## config.mk

```make
export PLATFORM = sky130hd
export DESIGN_NAME = credit_counter
export DESIGN_NICKNAME = d
export VERILOG_FILES = /design/src/rtl/credit_counter_pkg.sv /design/src/rtl/bcd_digit_updown.sv /design/src/rtl/credit_counter.sv
export SDC_FILE = /design/constraint.sdc
export NUM_CORES = 1
export LEC_CHECK = 0
export ABC_AREA = 0
export CORE_MARGIN = 4
export CORE_UTILIZATION = 45
export CTS_CLUSTER_DIAMETER = 80
export DETAILED_ROUTE_END_ITERATION = 8
export GPL_ROUTABILITY_DRIVEN = 0
export GPL_TIMING_DRIVEN = 0
export MAX_ROUTING_LAYER = met4
export PLACE_DENSITY = 0.7
export SYNTH_ARGS = -nofsm -noshare
export SYNTH_HDL_FRONTEND = slang
export SYNTH_SLANG_ARGS = --single-unit
```

## constraint.sdc

```tcl
create_clock -name clk -period 3.2 [get_ports clk]
set_input_delay 0.96 -clock clk [delete_from_list [all_inputs] [get_ports clk]]
set_output_delay 0.96 -clock clk [all_outputs]
set_load 0.05 [all_outputs]
```

## src/rtl/credit_counter_pkg.sv

```systemverilog
// Shared types and constants for the credit/reward stage.
// Imported by credit_counter and bcd_digit_updown.
package credit_counter_pkg;

    typedef logic [3:0] bcd_t;

    typedef enum logic [1:0] {
        IDLE = 2'd0,
        REQ  = 2'd1,
        HOLD = 2'd2
    } disp_state_e;

    localparam bcd_t       BCD_MAX_DIGIT = 4'd9;
    localparam logic [7:0] DISCARD_MAX   = 8'd255;

endpackage

```

## src/rtl/bcd_digit_updown.sv

```systemverilog
// One BCD digit stepping up or down by one, with carry/borrow chaining.
// Purely combinational; the caller registers the result.
module bcd_digit_updown
    import credit_counter_pkg::*;
(
    input  bcd_t digit_i,
    input  logic inc_i,
    input  logic dec_i,
    input  logic cin_i,
    input  logic bin_i,
    output bcd_t digit_o,
    output logic cout_o,
    output logic bout_o
);

    logic up;
    logic dn;

    assign up = inc_i | cin_i;
    assign dn = dec_i | bin_i;

    always_comb begin
        digit_o = digit_i;
        cout_o  = 1'b0;
        bout_o  = 1'b0;
        if (up && !dn) begin
            if (digit_i == BCD_MAX_DIGIT) begin
                digit_o = '0;
                cout_o  = 1'b1;
            end else begin
                digit_o = digit_i + 4'd1;
            end
        end else if (dn && !up) begin
            if (digit_i == '0) begin
                digit_o = BCD_MAX_DIGIT;
                bout_o  = 1'b1;
            end else begin
                digit_o = digit_i - 4'd1;
            end
        end
    end

endmodule

```

## src/rtl/credit_counter.sv

```systemverilog
// BCD credit balance, saturating discard tally and reward-dispense
// handshake driven by edge-detected strobes from the sorting FSM.
module credit_counter
    import credit_counter_pkg::*;
#(
    parameter int REWARD_THRESH    = 10,
    parameter int DISPENSE_TIMEOUT = 255,
    parameter int TOUT_W           = 8
) (
    input  logic       clk,
    input  logic       reset_n,
    input  logic       addg,
    input  logic       dec,
    input  logic       lixo,
    input  logic       back,
    input  logic       disp_ack,
    output logic [3:0] credit_tens,
    output logic [3:0] credit_ones,
    output logic [7:0] discard_cnt,
    output logic       disp_req,
    output logic       disp_fault,
    output logic       cycle_done
);

    localparam bcd_t TH_TENS = bcd_t'(REWARD_THRESH / 10);
    localparam bcd_t TH_ONES = bcd_t'(REWARD_THRESH % 10);
    localparam logic [TOUT_W-1:0] TOUT_MAX = TOUT_W'(DISPENSE_TIMEOUT);

    // Strobe order: {back, lixo, dec, addg}
    logic [3:0] in_q, in_p_q, ev;
    logic ev_add, ev_dec, ev_lixo, ev_back;

    bcd_t tens_q, ones_q, tens_d, ones_d;
    bcd_t base_tens, base_ones;
    logic [7:0] disc_q, disc_d;
    logic fault_q, done_q, fault_set;
    logic bal_ge, grant, sub_borrow;
    logic at_max, at_min, step_up, step_dn;
    logic ones_cout, ones_bout, tens_cout, tens_bout;

    disp_state_e state_q, state_d;
    logic [TOUT_W-1:0] tout_q, tout_d, tout_inc;

    assign ev      = in_q & ~in_p_q;
    assign ev_add  = ev[0];
    assign ev_dec  = ev[1];
    assign ev_lixo = ev[2];
    assign ev_back = ev[3];

    assign bal_ge   = {tens_q, ones_q} >= {TH_TENS, TH_ONES};
    assign grant    = (state_q == IDLE) && bal_ge;
    assign tout_inc = tout_q + 1'b1;

    // Grant subtraction first, then the +/-1 step on the reduced value
    always_comb begin
        base_tens  = tens_q;
        base_ones  = ones_q;
        sub_borrow = 1'b0;
        if (grant) begin
            if (ones_q >= TH_ONES) begin
                base_ones = ones_q - TH_ONES;
            end else begin
                base_ones  = ones_q + 4'd10 - TH_ONES;
                sub_borrow = 1'b1;
            end
            base_tens = tens_q - TH_TENS - {3'b000, sub_borrow};
        end
    end

    assign at_max  = (base_tens == BCD_MAX_DIGIT) && (base_ones == BCD_MAX_DIGIT);
    assign at_min  = (base_tens == '0) && (base_ones == '0);
    assign step_up = ev_add & ~ev_dec & ~at_max;
    assign step_dn = ev_dec & ~ev_add & ~at_min;

    bcd_digit_updown u_ones (
        .digit_i (base_ones),
        .inc_i   (step_up),
        .dec_i   (step_dn),
        .cin_i   (1'b0),
        .bin_i   (1'b0),
        .digit_o (ones_d),
        .cout_o  (ones_cout),
        .bout_o  (ones_bout)
    );

    bcd_digit_updown u_tens (
        .digit_i (base_tens),
        .inc_i   (1'b0),
        .dec_i   (1'b0),
        .cin_i   (ones_cout),
        .bin_i   (ones_bout),
        .digit_o (tens_d),
        .cout_o  (tens_cout),
        .bout_o  (tens_bout)
    );

    assign disc_d = (ev_lixo && disc_q != DISCARD_MAX) ? disc_q + 8'd1 : disc_q;

    always_ff @(posedge clk or negedge reset_n) begin
        if (!reset_n) begin
            in_q    <= '0;
            in_p_q  <= '0;
            tens_q  <= '0;
            ones_q  <= '0;
            disc_q  <= '0;
            fault_q <= 1'b0;
            done_q  <= 1'b0;
        end else begin
            in_q    <= {back, lixo, dec, addg};
            in_p_q  <= in_q;
            tens_q  <= tens_d;
            ones_q  <= ones_d;
            disc_q  <= disc_d;
            fault_q <= fault_q | fault_set;
            done_q  <= ev_back;
        end
    end

    always_ff @(posedge clk or negedge reset_n) begin
        if (!reset_n) begin
            state_q <= IDLE;
            tout_q  <= '0;
        end else begin
            state_q <= state_d;
            tout_q  <= tout_d;
        end
    end

    always_comb begin
        state_d   = state_q;
        tout_d    = tout_q;
        fault_set = 1'b0;
        unique case (state_q)
            IDLE: begin
                if (bal_ge) begin
                    state_d = REQ;
                    tout_d  = '0;
                end
            end
            REQ: begin
                if (disp_ack) begin
                    state_d = HOLD;
                end else if (tout_inc == TOUT_MAX) begin
                    state_d   = IDLE;
                    fault_set = 1'b1;
                end else begin
                    tout_d = tout_inc;
                end
            end
            HOLD: begin
                if (!disp_ack) state_d = IDLE;
            end
            default: state_d = IDLE;
        endcase
    end

    always_comb begin
        disp_req = (state_q == REQ);
    end

    assign credit_tens = tens_q;
    assign credit_ones = ones_q;
    assign discard_cnt = disc_q;
    assign disp_fault  = fault_q;
    assign cycle_done  = done_q;

endmodule

```

== After elaboration in Yosys (flattened, before gate mapping) ==
Index checks and enable logic that the tools add are counted.
Operators by class
  $add $sub $neg: 9
  equality and inequality tests: 11
  magnitude comparators: 2
  shift operators: 0
  divide/modulo/power cells: 0
  muxes and demuxes: 30
  reduce and logical (&&, ||, !) cells: 18
  multiply operators: 0
  bitwise operators: 11
Operators by type and width (number)
  two-way mux 4 bit: 11
  two-way mux 8 bit: 3
  adder 8 x 1 -> 8 bit, second input constant: 2
  case mux 8 bit (2 select lines): 1
  subtractor 4 x 1 -> 4 bit, second input constant: 3
  two-way mux 1 bit: 10
  adder 4 x 1 -> 4 bit, second input constant: 2
  equality test 4 bit, second input constant: 2
  equality test 8 bit, second input constant: 1
  greater-or-equal comparator 8 x 5 -> 1 bit, second input constant: 1
  logical AND 1 bit: 8
  zero test 4 bit: 2
  two-way mux 2 bit: 4
  inequality test 2 bit, second input constant: 4
  inequality test 8 bit, second input constant: 1
  case mux 2 bit (3 select lines): 1
  adder 4 bit, second input constant: 1
  bitwise AND 1 bit: 4
  bitwise AND 4 bit: 1
  greater-or-equal comparator 4 x 1 -> 1 bit, second input constant: 1
  zero test 1 bit: 4
  NOT 1 bit: 4
  NOT 4 bit: 1
  AND reduction 4 bit: 1
  other kinds (8): 8
Word-level totals
  register bits after elaboration: 36
  bits of input ports: 7
  bits in writable memories: 0
  logic and storage cells: 90
  latch bits: 0
  memory bits (read-only): 0
  memories kept: 0

== Longest topological paths before layout ==
Gate-level depths: netlist (run 1).
  depth in word-level cells: 16
  depth in mapped cells: 15
  mapped depth without buffers: 14

== Hierarchy ==
Synthesis (run 1) repeated with hierarchy kept, for this count alone.
Second synthesis, totals
  cells, all modules: 225
  area, all modules: 2137.0 sq um
Modules (own cells, without submodules)
  credit_counter: area each 1709.1 sq um, times used 1, seq. area each 900.9 sq um, cells an instance 161
  bcd_digit_updown: area each 214.0 sq um, times used 2, seq. area each 0.0 sq um, cells an instance 32

== Worst setup path after synthesis (run 1) ==
No wires, ideal clock.
  path type: register to register
  start point: register tens_q[0] (netlist: credit_tens[0])
  end point: register ones_q[3] (netlist: credit_ones[3])
  stages on the path, launching flop included: 12
  buffers on the path: 1
  setup slack: -232 ps
  clock period less this slack: 3432 ps
  arrival time: 3316 ps
  data required time: 3084 ps
  setup time: 116 ps
  path through: dfrtp_1 > inv_1 > ha_1 > nor3b_1 > xnor2_1 > a21oi_1 > a211oi_2 > a311o_1 > ha_1 > clkbuf_1 > or4_1 > o311ai_0
On the way
  word-level cells in the longest chain between the ends: 11
  elaborated cells on any way between the ends: 26
  those cells by class: add/sub: 4; order compare: 1; eq/ne: 2; mux: 6; bitwise: 4; reduce/logical: 9
Ends and longest elaborated chain
  start, declared: line credit_counter.sv:33  | bcd_t tens_q, ones_q, tens_d, ones_d;
  start signal, assigned: line credit_counter.sv:111  | tens_q <= tens_d;
  subtractor 4 x 1 -> 4 bit or greater-or-equal comparator 8 x 5 -> 1 bit (tied branches): line credit_counter.sv:66, credit_counter.sv:50
  subtractor 4 x 1 -> 4 bit or logical AND 1 bit (tied branches): line credit_counter.sv:66, credit_counter.sv:51
  two-way mux 4 bit: line credit_counter.sv:59  | if (grant) begin
  equality test 4 bit (on tied branches): line credit_counter.sv:70, bcd_digit_updown.sv:27
  logical AND 1 bit: line credit_counter.sv:70  | assign at_max = (base_tens == BCD_MAX_DIGIT) && (base_ones == BCD_MAX_DIGIT);
  NOT 1 bit: line credit_counter.sv:72  | assign step_up = ev_add & ~ev_dec & ~at_max;
  bitwise AND 1 bit: line credit_counter.sv:72
  zero test 1 bit: line bcd_digit_updown.sv:33  | end else if (dn && !up) begin
  logical AND 1 bit: line bcd_digit_updown.sv:33
  two-way mux 4 bit: line bcd_digit_updown.sv:33
  two-way mux 4 bit (*): line bcd_digit_updown.sv:26  | if (up && !dn) begin
  end signal, assigned: line credit_counter.sv:112  | ones_q <= ones_d;
  end, declared: line credit_counter.sv:33
Every way passes the cells marked *; elsewhere a longest branch is shown, timed or not.
A chain may end at the register's enable or synchronous reset.

== Final worst setup path (run 1) ==
  start point: register ones_q[2] (netlist: credit_ones[2])
  end point: register tens_q[3] (netlist: credit_tens[3])
On the way
  word-level cells in the longest chain between the ends: 16
  elaborated cells on any way between the ends: 39
  those cells by class: add/sub: 4; order compare: 2; eq/ne: 2; mux: 14; bitwise: 4; reduce/logical: 13
Ends and longest elaborated chain
  greater-or-equal comparator 4 x 1 -> 1 bit: line credit_counter.sv:60  | if (ones_q >= TH_ONES) begin
  two-way mux 1 bit: line credit_counter.sv:60
  two-way mux 1 bit: line credit_counter.sv:59
  subtractor 4 x 1 -> 4 bit: line credit_counter.sv:66  | base_tens = tens_q - TH_TENS - {3'b000, sub_borrow};
  two-way mux 4 bit: line credit_counter.sv:59
  equality test 4 bit or zero test 4 bit (tied branches)
  logical AND 1 bit (on tied branches): line credit_counter.sv:70, credit_counter.sv:71
  NOT 1 bit (on tied branches): line credit_counter.sv:72, credit_counter.sv:73
  bitwise AND 1 bit (on tied branches): line credit_counter.sv:72, credit_counter.sv:73
  zero test 1 bit (on tied branches): line bcd_digit_updown.sv:33, bcd_digit_updown.sv:26
  logical AND 1 bit (on tied branches): line bcd_digit_updown.sv:33, bcd_digit_updown.sv:26
  two-way mux 1 bit (on tied branches): line bcd_digit_updown.sv:33, bcd_digit_updown.sv:26
  two-way mux 1 bit or zero test 1 bit (tied branches): line bcd_digit_updown.sv:26, bcd_digit_updown.sv:33
  logical AND 1 bit or zero test 1 bit (tied branches): line bcd_digit_updown.sv:33, bcd_digit_updown.sv:26
  two-way mux 4 bit or logical AND 1 bit (tied branches): line bcd_digit_updown.sv:33, bcd_digit_updown.sv:26
  two-way mux 4 bit (*): line bcd_digit_updown.sv:26
  via tens_d[3]: line credit_counter.sv:33
The timed path passes the listed nets; every way through them passes the cells marked *. The select of a mux whose other input is x is not followed.

==> results of run 1 <==
-- layer usage --
| layer | routed length, um | vias up | part of all wire [%] |
|---|---|---|---|
| li1 | - | 866 | - |
| met1 | 1979 | 856 | 46 |
| met2 | 2152 | 34 | 50 |
| met3 | 155 | 6 | 3.6 |
| met4 | 53 | 0 | 1.2 |
| met5 | 0 | - | 0 |
-- cells in the mapped netlist, drive strengths merged (4+ instances only) --
| cell | instances | area [sq um] |
|---|---|---|
| nor2 | 18 | 83.83 |
| dfrtp | 36 | 900.9 |
| xor2 | 5 | 43.79 |
| a21oi | 5 | 25.02 |
| and3 | 5 | 31.28 |
| nor3 | 6 | 35.03 |
| nand2 | 19 | 71.32 |
| a31oi | 4 | 25.02 |
| buf | 5 | 23.77 |
| o21ai | 19 | 102.6 |
| inv | 11 | 41.29 |
| nor2b | 4 | 25.02 |
| nand2b | 4 | 25.02 |
| ha | 7 | 87.58 |
| nand3 | 10 | 50.05 |
| o22a | 5 | 43.79 |
| xnor2 | 10 | 87.58 |
-- state kept, by name, indices dropped and copies added (netlist names) --
signal / count
cycle_done: 1
tout_q: 8
credit_ones: 4
in_q: 4
disp_fault: 1
credit_tens: 4
in_p_q: 4
discard_cnt: 8
state_q: 2
-- per-stage QoR --
| stage | power [uW] | worst slack, ns |
|---|---|---|
| floorplan | 1748 | 0.01802 |
| global placement | 2098 | -0.2215 |
| detailed placement | 2114 | -0.1932 |
| CTS | 2640 | 0.02996 |
| global route | 2897 | -0.03394 |
| finish | 2729 | 0.08002 |
-- power by group --
group / internal (uW) / switching, uW / total, uW / leakage (uW)
sequential: 575 / 166 / 741 / 0.000449
clock: 175 / 160 / 335 / 0.0000445
combinational: 705 / 948 / 1650 / 0.000641
-- worst paths after layout --
check,from,endpoint,cells after the start
min in group asynchronous,reset_n,credit_tens[2]$_DFF_PN0_,1
worst max register to register,credit_ones[2]$_DFFE_PN0P_,credit_tens[3]$_DFF_PN0_,13
worst min-delay path,in_q[3]$_DFF_PN0_,in_p_q[3]$_DFF_PN0_,0
worst min register to register,in_q[3]$_DFF_PN0_,in_p_q[3]$_DFF_PN0_,0
max in group asynchronous,reset_n,credit_tens[0]$_DFF_PN0_,1
worst max-delay path,credit_ones[2]$_DFFE_PN0P_,credit_tens[3]$_DFF_PN0_,13
-- repair_timing --
item,in CTS,in global routing
pin swaps,10,9
setup buffers,8,6
endpoints found under the setup margin,4,6
hold buffers,0,0
resized for setup,20,5
-- critical path: stages (launching register included) --
cell	delay [ns]
dfrtp_2	0.46
or4_4	0.58
o211a_4	0.30
nor3_4	0.18
a211oi_4	0.08
buf_4	0.14
buf_4	0.12
a31o_2	0.20
ha_2	0.19
nor3b_4	0.15
and3_1	0.15
mux2i_1	0.19
mux2i_1	0.10
o22a_1	0.17
-- cell families after synthesis --
kind of cell	count (synthesis)	share of synthesized area, %
flip-flops	36	43.48
AND/OR/NAND/NOR	85	21.80
adder cells (fa/ha/maj)	7	4.227
multiplexers	2	0.9662
buffers and inverters	18	3.502
XOR/XNOR	16	7.427
AO/OA/AOI/OAI	54	18.60
-- cell type report --
cell class	instances	area (sq um)
fillers	377	1733
multi-input cells	164	1199
flip-flops and latches	36	908.4
repair buffers	39	350.3
clock buffers	7	86.33
well taps	52	65.06
inverters	11	41.29
plain buffers	5	23.77
clock inverters	1	7.507
==> out/summary.txt, run 1 <==
GR Util met1 - 20.26%
Dpl hpwl - 2950 um
Total gr overflow - 0
Number of global-route vias before repair - 1,531
Ant diodes - 0
Top FF cell, synth - dfrtp_1
Util after Layout - 60.74%
CP Max Fanout - 7
Maximum VDD drop - 0.6599 mV
Wire per inst - 13.78 um
Final hold vios - 0
Setup tns final - 0 ns
Via count - 1,762
Crit Path Class - reg -> reg
Max Clk Rate - 320.5 MHz
IO Port Bufs - 25
Die Area - 5754 sq um
Vert. Die Dim - 75.86 um
Relative slew margins - 47.55%
Most frequent cells in the layout - dfrtp_1 (30), clkdlybuf4s50_1 (24), nand2_1 (18)
Drt total wl - 4340 um
Die Wd - 75.86 um
Design area - 2681 sq um
Final Setup Violations - 0
Starting Density - 46.94%
Syn-to-layout area delta - 29.41%
Post-synth EDFFs - 0
Crit path time final - 3.120 ns
Status - finished clean
Clock skew - 0.007008 ns
Met2 usage - 25.76%
Most common cell after layout, fill and taps aside - dfrtp_1
Max_cap viols - 0
GRT Total Usage - 16.16%
Global-route wire length before repair - 6865 um
Post-synthesis async set-or-reset flop share - 100.0%
Worst EP required - 3.37 ns
Site row count - 24
Placed cells - 295
Placed inst area - 2401 sq um
Fin Hold WS - 0.3723 ns
Drt via density - 5.594
CP endpoint kind - flip-flop
Arr. time, crit path - 3.29 ns
H-tree depth - 2
Syn Nets - 232
Type of origin of the critical path - flip-flop
I/O Pins - 26
Drt initial violations - 84
Pwr per Cell Area - 1018 nW/um^2
Clk pin slew, worst setup/hold paths - 0.07 ns
Synth Register Bits - 36
Syn_area_per_cell - 9.505 sq um
Core box area - 4414 sq um
Initial antenna violation count - 0
Worst-Margin Slew - 0.7868 ns
Top Usage Layer GRT - met2
Layout cells sized above 1 - 22.05%
Unrepaired setup endpoints after global routing - yes
Num Clock Sinks - 36
Post-synthesis sequential area ratio - 43.48%
DRC - 0
Final worst path period share - 97.50%
CTS tree - done
TritonRoute pass-1 iters - 5
Clock root cell - clkbuf_8
Pin count of the biggest net entering global routing - 37
Syn. warnings - 0
Final ANT Viol Nets - 0
Yosys cell types - 50
Cell Area, Synth - 2072 sq um
P_leak - 0.001134 uW
Final #Nets - 276
Worst skew pair latency - 0.28 ns
Num CTS Buffers - 5
Hold Crit Class - reg -> reg
Slew Viols, Final - 0
FF-to-FF setup slack - 0.08 ns
Clock Path Buffers - 2
Cells after Synth - 218
Final std cells w/o fill - 315
Met3 usage - 3.166%
Power figures use the tool's default switching activity.
==> run 2: changes to the inputs <==
--- a/config.mk
+++ b/config.mk
@@ -6,6 +6,7 @@
 export NUM_CORES = 1
 export LEC_CHECK = 0
 export ABC_AREA = 0
+export CAP_MARGIN = 20
 export CORE_MARGIN = 4
 export CORE_UTILIZATION = 45
 export CTS_CLUSTER_DIAMETER = 80
==> results of run 2 <==
Final layout, timing and power as in run 1 (identical DEF).
==> run 3: changes to the inputs <==
--- a/config.mk
+++ b/config.mk
@@ -5,11 +5,12 @@
 export SDC_FILE = /design/constraint.sdc
 export NUM_CORES = 1
 export LEC_CHECK = 0
-export ABC_AREA = 0
+export ABC_AREA = 1
 export CAP_MARGIN = 20
 export CORE_MARGIN = 4
 export CORE_UTILIZATION = 45
 export CTS_CLUSTER_DIAMETER = 80
+export CTS_CLUSTER_SIZE = 8
 export DETAILED_ROUTE_END_ITERATION = 8
 export GPL_ROUTABILITY_DRIVEN = 0
 export GPL_TIMING_DRIVEN = 0
==> run 3 against run 2 <==
Core utilization down 5.0 points; power fell by 5.5%; first-iteration DRC count is 9.5% higher; synthesized cell count up 27%; maximum frequency grew 7.8%; non-clock buffer count is 18 lower; critical path type unchanged.
==> out/summary.txt, run 3 <==
Syn Nets - 291
Dpl hpwl - 3081 um
Final worst path period share - 90.43%
Num CTS Buffers - 5
Cells after Synth - 277
Final #Nets - 323
Max Clk Rate - 345.6 MHz
Drt total wl - 4105 um
TritonRoute pass-1 iters - 4
Setup tns final - 0 ns
Post-synthesis async set-or-reset flop share - 100.0%
Num Clock Sinks - 36
Syn. warnings - 0
Layout cells sized above 1 - 14.84%
Status - finished clean
Synth cell count leaders - nand2_1 (53), nand3_1 (43), nor2_1 (37)
Synth Register Bits - 36
Wire per inst - 10.89 um
Syn_area_per_cell - 7.963 sq um
Synth area leaders - dfrtp_1 (41%), nand3_1 (9.8%), nand2_1 (9.0%)
Final std cells w/o fill - 377
Arr. time, crit path - 3.08 ns
Ant diodes - 0
Max_cap viols - 0
Hold Crit Class - reg -> reg
Clock Path Buffers - 2
Worst EP required - 3.38 ns
Yosys top cell by area - dfrtp_1
Total gr overflow - 0
Clock root cell - clkbuf_8
Drt initial violations - 92
Slew Viols, Final - 0
Crit Path Class - reg -> reg
Global-route wire length before repair - 7458 um
Pwr per Cell Area - 979.2 nW/um^2
Final setup margin - 0.3061 ns
Final ANT Viol Nets - 0
Worst skew pair latency - 0.29 ns
P_leak - 0.001232 uW
Die Area - 6086 sq um
Site row count - 25
Cell Area, Synth - 2206 sq um
Clk pin slew, worst setup/hold paths - 0.08 ns
Drt via density - 4.804
Relative slew margins - 47.70%
Core box area - 4723 sq um
Worst slack, placed - 0.2358 ns
Type of origin of the critical path - flip-flop
I/O Pins - 26
H-tree depth - 2
Final hold vios - 0
Post-synthesis sequential area ratio - 40.84%
GRT Total Usage - 15.25%
IO Port Bufs - 25
Share of the synthesized area in the top cell type - 40.84%
Die Wd - 78.02 um
Worst-Margin Slew - 0.7845 ns
Most common cell after layout, fill and taps aside - nand2_1
Post-synth EDFFs - 0
Placed cells - 369
Number of global-route vias before repair - 1,729
Unrepaired setup endpoints after global routing - no
Via count - 1,811
CTS tree - done
Pin count of the biggest net entering global routing - 37
Vert. Die Dim - 78.02 um
Yosys cell types - 29
Top FF cell, synth - dfrtp_1
CP endpoint kind - flip-flop
Starting Density - 46.70%
Crit path time final - 2.894 ns
CP Max Fanout - 9
Count leader, synth - nand2_1
Syn-to-layout area delta - 19.46%
Util after Layout - 55.79%
Most frequent cells in the layout - nand2_1 (53), nand3_1 (43), nor2_1 (37)
Clock skew - 0.007722 ns
DRC - 0
Fin Hold WS - 0.3803 ns
Maximum VDD drop - 0.4443 mV
Initial antenna violation count - 0
Final Setup Violations - 0
-- run 3: cell types whose count changed after synthesis, moves of 5 or more --
cell	previous run	this run
nand3_2	0	5
o22a_1	5	0
nand2_1	19	53
and3_1	5	0
o21ai_0	17	5
nand2_2	0	6
nor2_1	17	37
inv_1	11	34
nand3_1	10	43
nand2_4	0	5
-- run 3: path summary, 6_finish.rpt --
kind | cells past startpoint | slack [ns] | end | start
worst min-delay path | 0 | 0.38 | in_p_q[3]$_DFF_PN0_ | in_q[3]$_DFF_PN0_
min in group asynchronous | 1 | 0.75 | disp_fault$_DFF_PN0_ | reset_n
worst max register to register | 21 | 0.31 | credit_tens[3]$_DFF_PN0_ | credit_tens[0]$_DFF_PN0_
worst max-delay path | 21 | 0.31 | credit_tens[3]$_DFF_PN0_ | credit_tens[0]$_DFF_PN0_
worst min register to register | 0 | 0.38 | in_p_q[3]$_DFF_PN0_ | in_q[3]$_DFF_PN0_
max in group asynchronous | 1 | 1.95 | in_p_q[1]$_DFF_PN0_ | reset_n
-- run 3: cell type report --
class	instances	area (sq um)
well taps	67	83.83
plain buffers	1	5.005
clock buffers	5	68.82
flip-flops and latches	36	900.9
multi-input cells	202	1162
repair buffers	25	245.2
inverters	38	145.1
fillers	440	2088
clock inverters	3	23.77
-- run 3: cell families after synthesis --
| group | synth area share, % |
|---|---|
| buffers and inverters | 6.806 |
| muxes | 0.5105 |
| DFF | 40.84 |
| and+or+nand+nor | 37.66 |
| adders and majority gates | 3.970 |
| AOI/OAI and AO/OA | 4.651 |
| xor gates and xnor gates | 5.559 |
-- run 3: power breakdown --
| part | leakage [uW] | switching [uW] | internal, uW |
|---|---|---|---|
| logic | 0.000743 | 1020 | 507 |
| clock network | 0.0000404 | 171 | 154 |
| registers | 0.000449 | 156 | 574 |
| total | 0.00123 | 1350 | 1240 |
-- run 3: worst max-delay path: stages (launching register included) --
cell and delay (ns):
dfrtp_1 0.45, inv_2 0.12, ha_1 0.19, nor3b_2 0.24
nand2_4 0.14, nand2_8 0.12, nand2_1 0.10, o21ai_4 0.11
nand2_4 0.09, nor2_4 0.09, nand2_2 0.06, nand3_2 0.07
inv_2 0.03, ha_1 0.24, inv_2 0.12, nand3_1 0.14
inv_1 0.12, nand3_2 0.11, nor2_1 0.10, nor2_1 0.04
nand2_1 0.05, nand2_1 0.04
-- run 3: per-stage QoR --
stage	cell area, sq um	total power (uW)
3_5_place_dp	2535	2250
3_3_place_gp	2540	2241
5_1_grt	2635	2796
4_1_cts	2628	2581
2_1_floorplan	2206	1875
6_report	2635	2580
-- run 3: per-layer routing --
layer | GRT usage (%) | vias to the layer above | part of all wire [%]
met5 | - | - | 0
met4 | 4.371 | 0 | 1.1
met3 | 2.179 | 4 | 2.7
met2 | 25.26 | 25 | 48
met1 | 19.62 | 834 | 49
li1 | - | 948 | -
-- run 3: what timing repair did --
item,CTS,global route
hold buffers,0,0
setup buffers,0,0
endpoints found under the setup margin,0,1
resized for setup,0,3
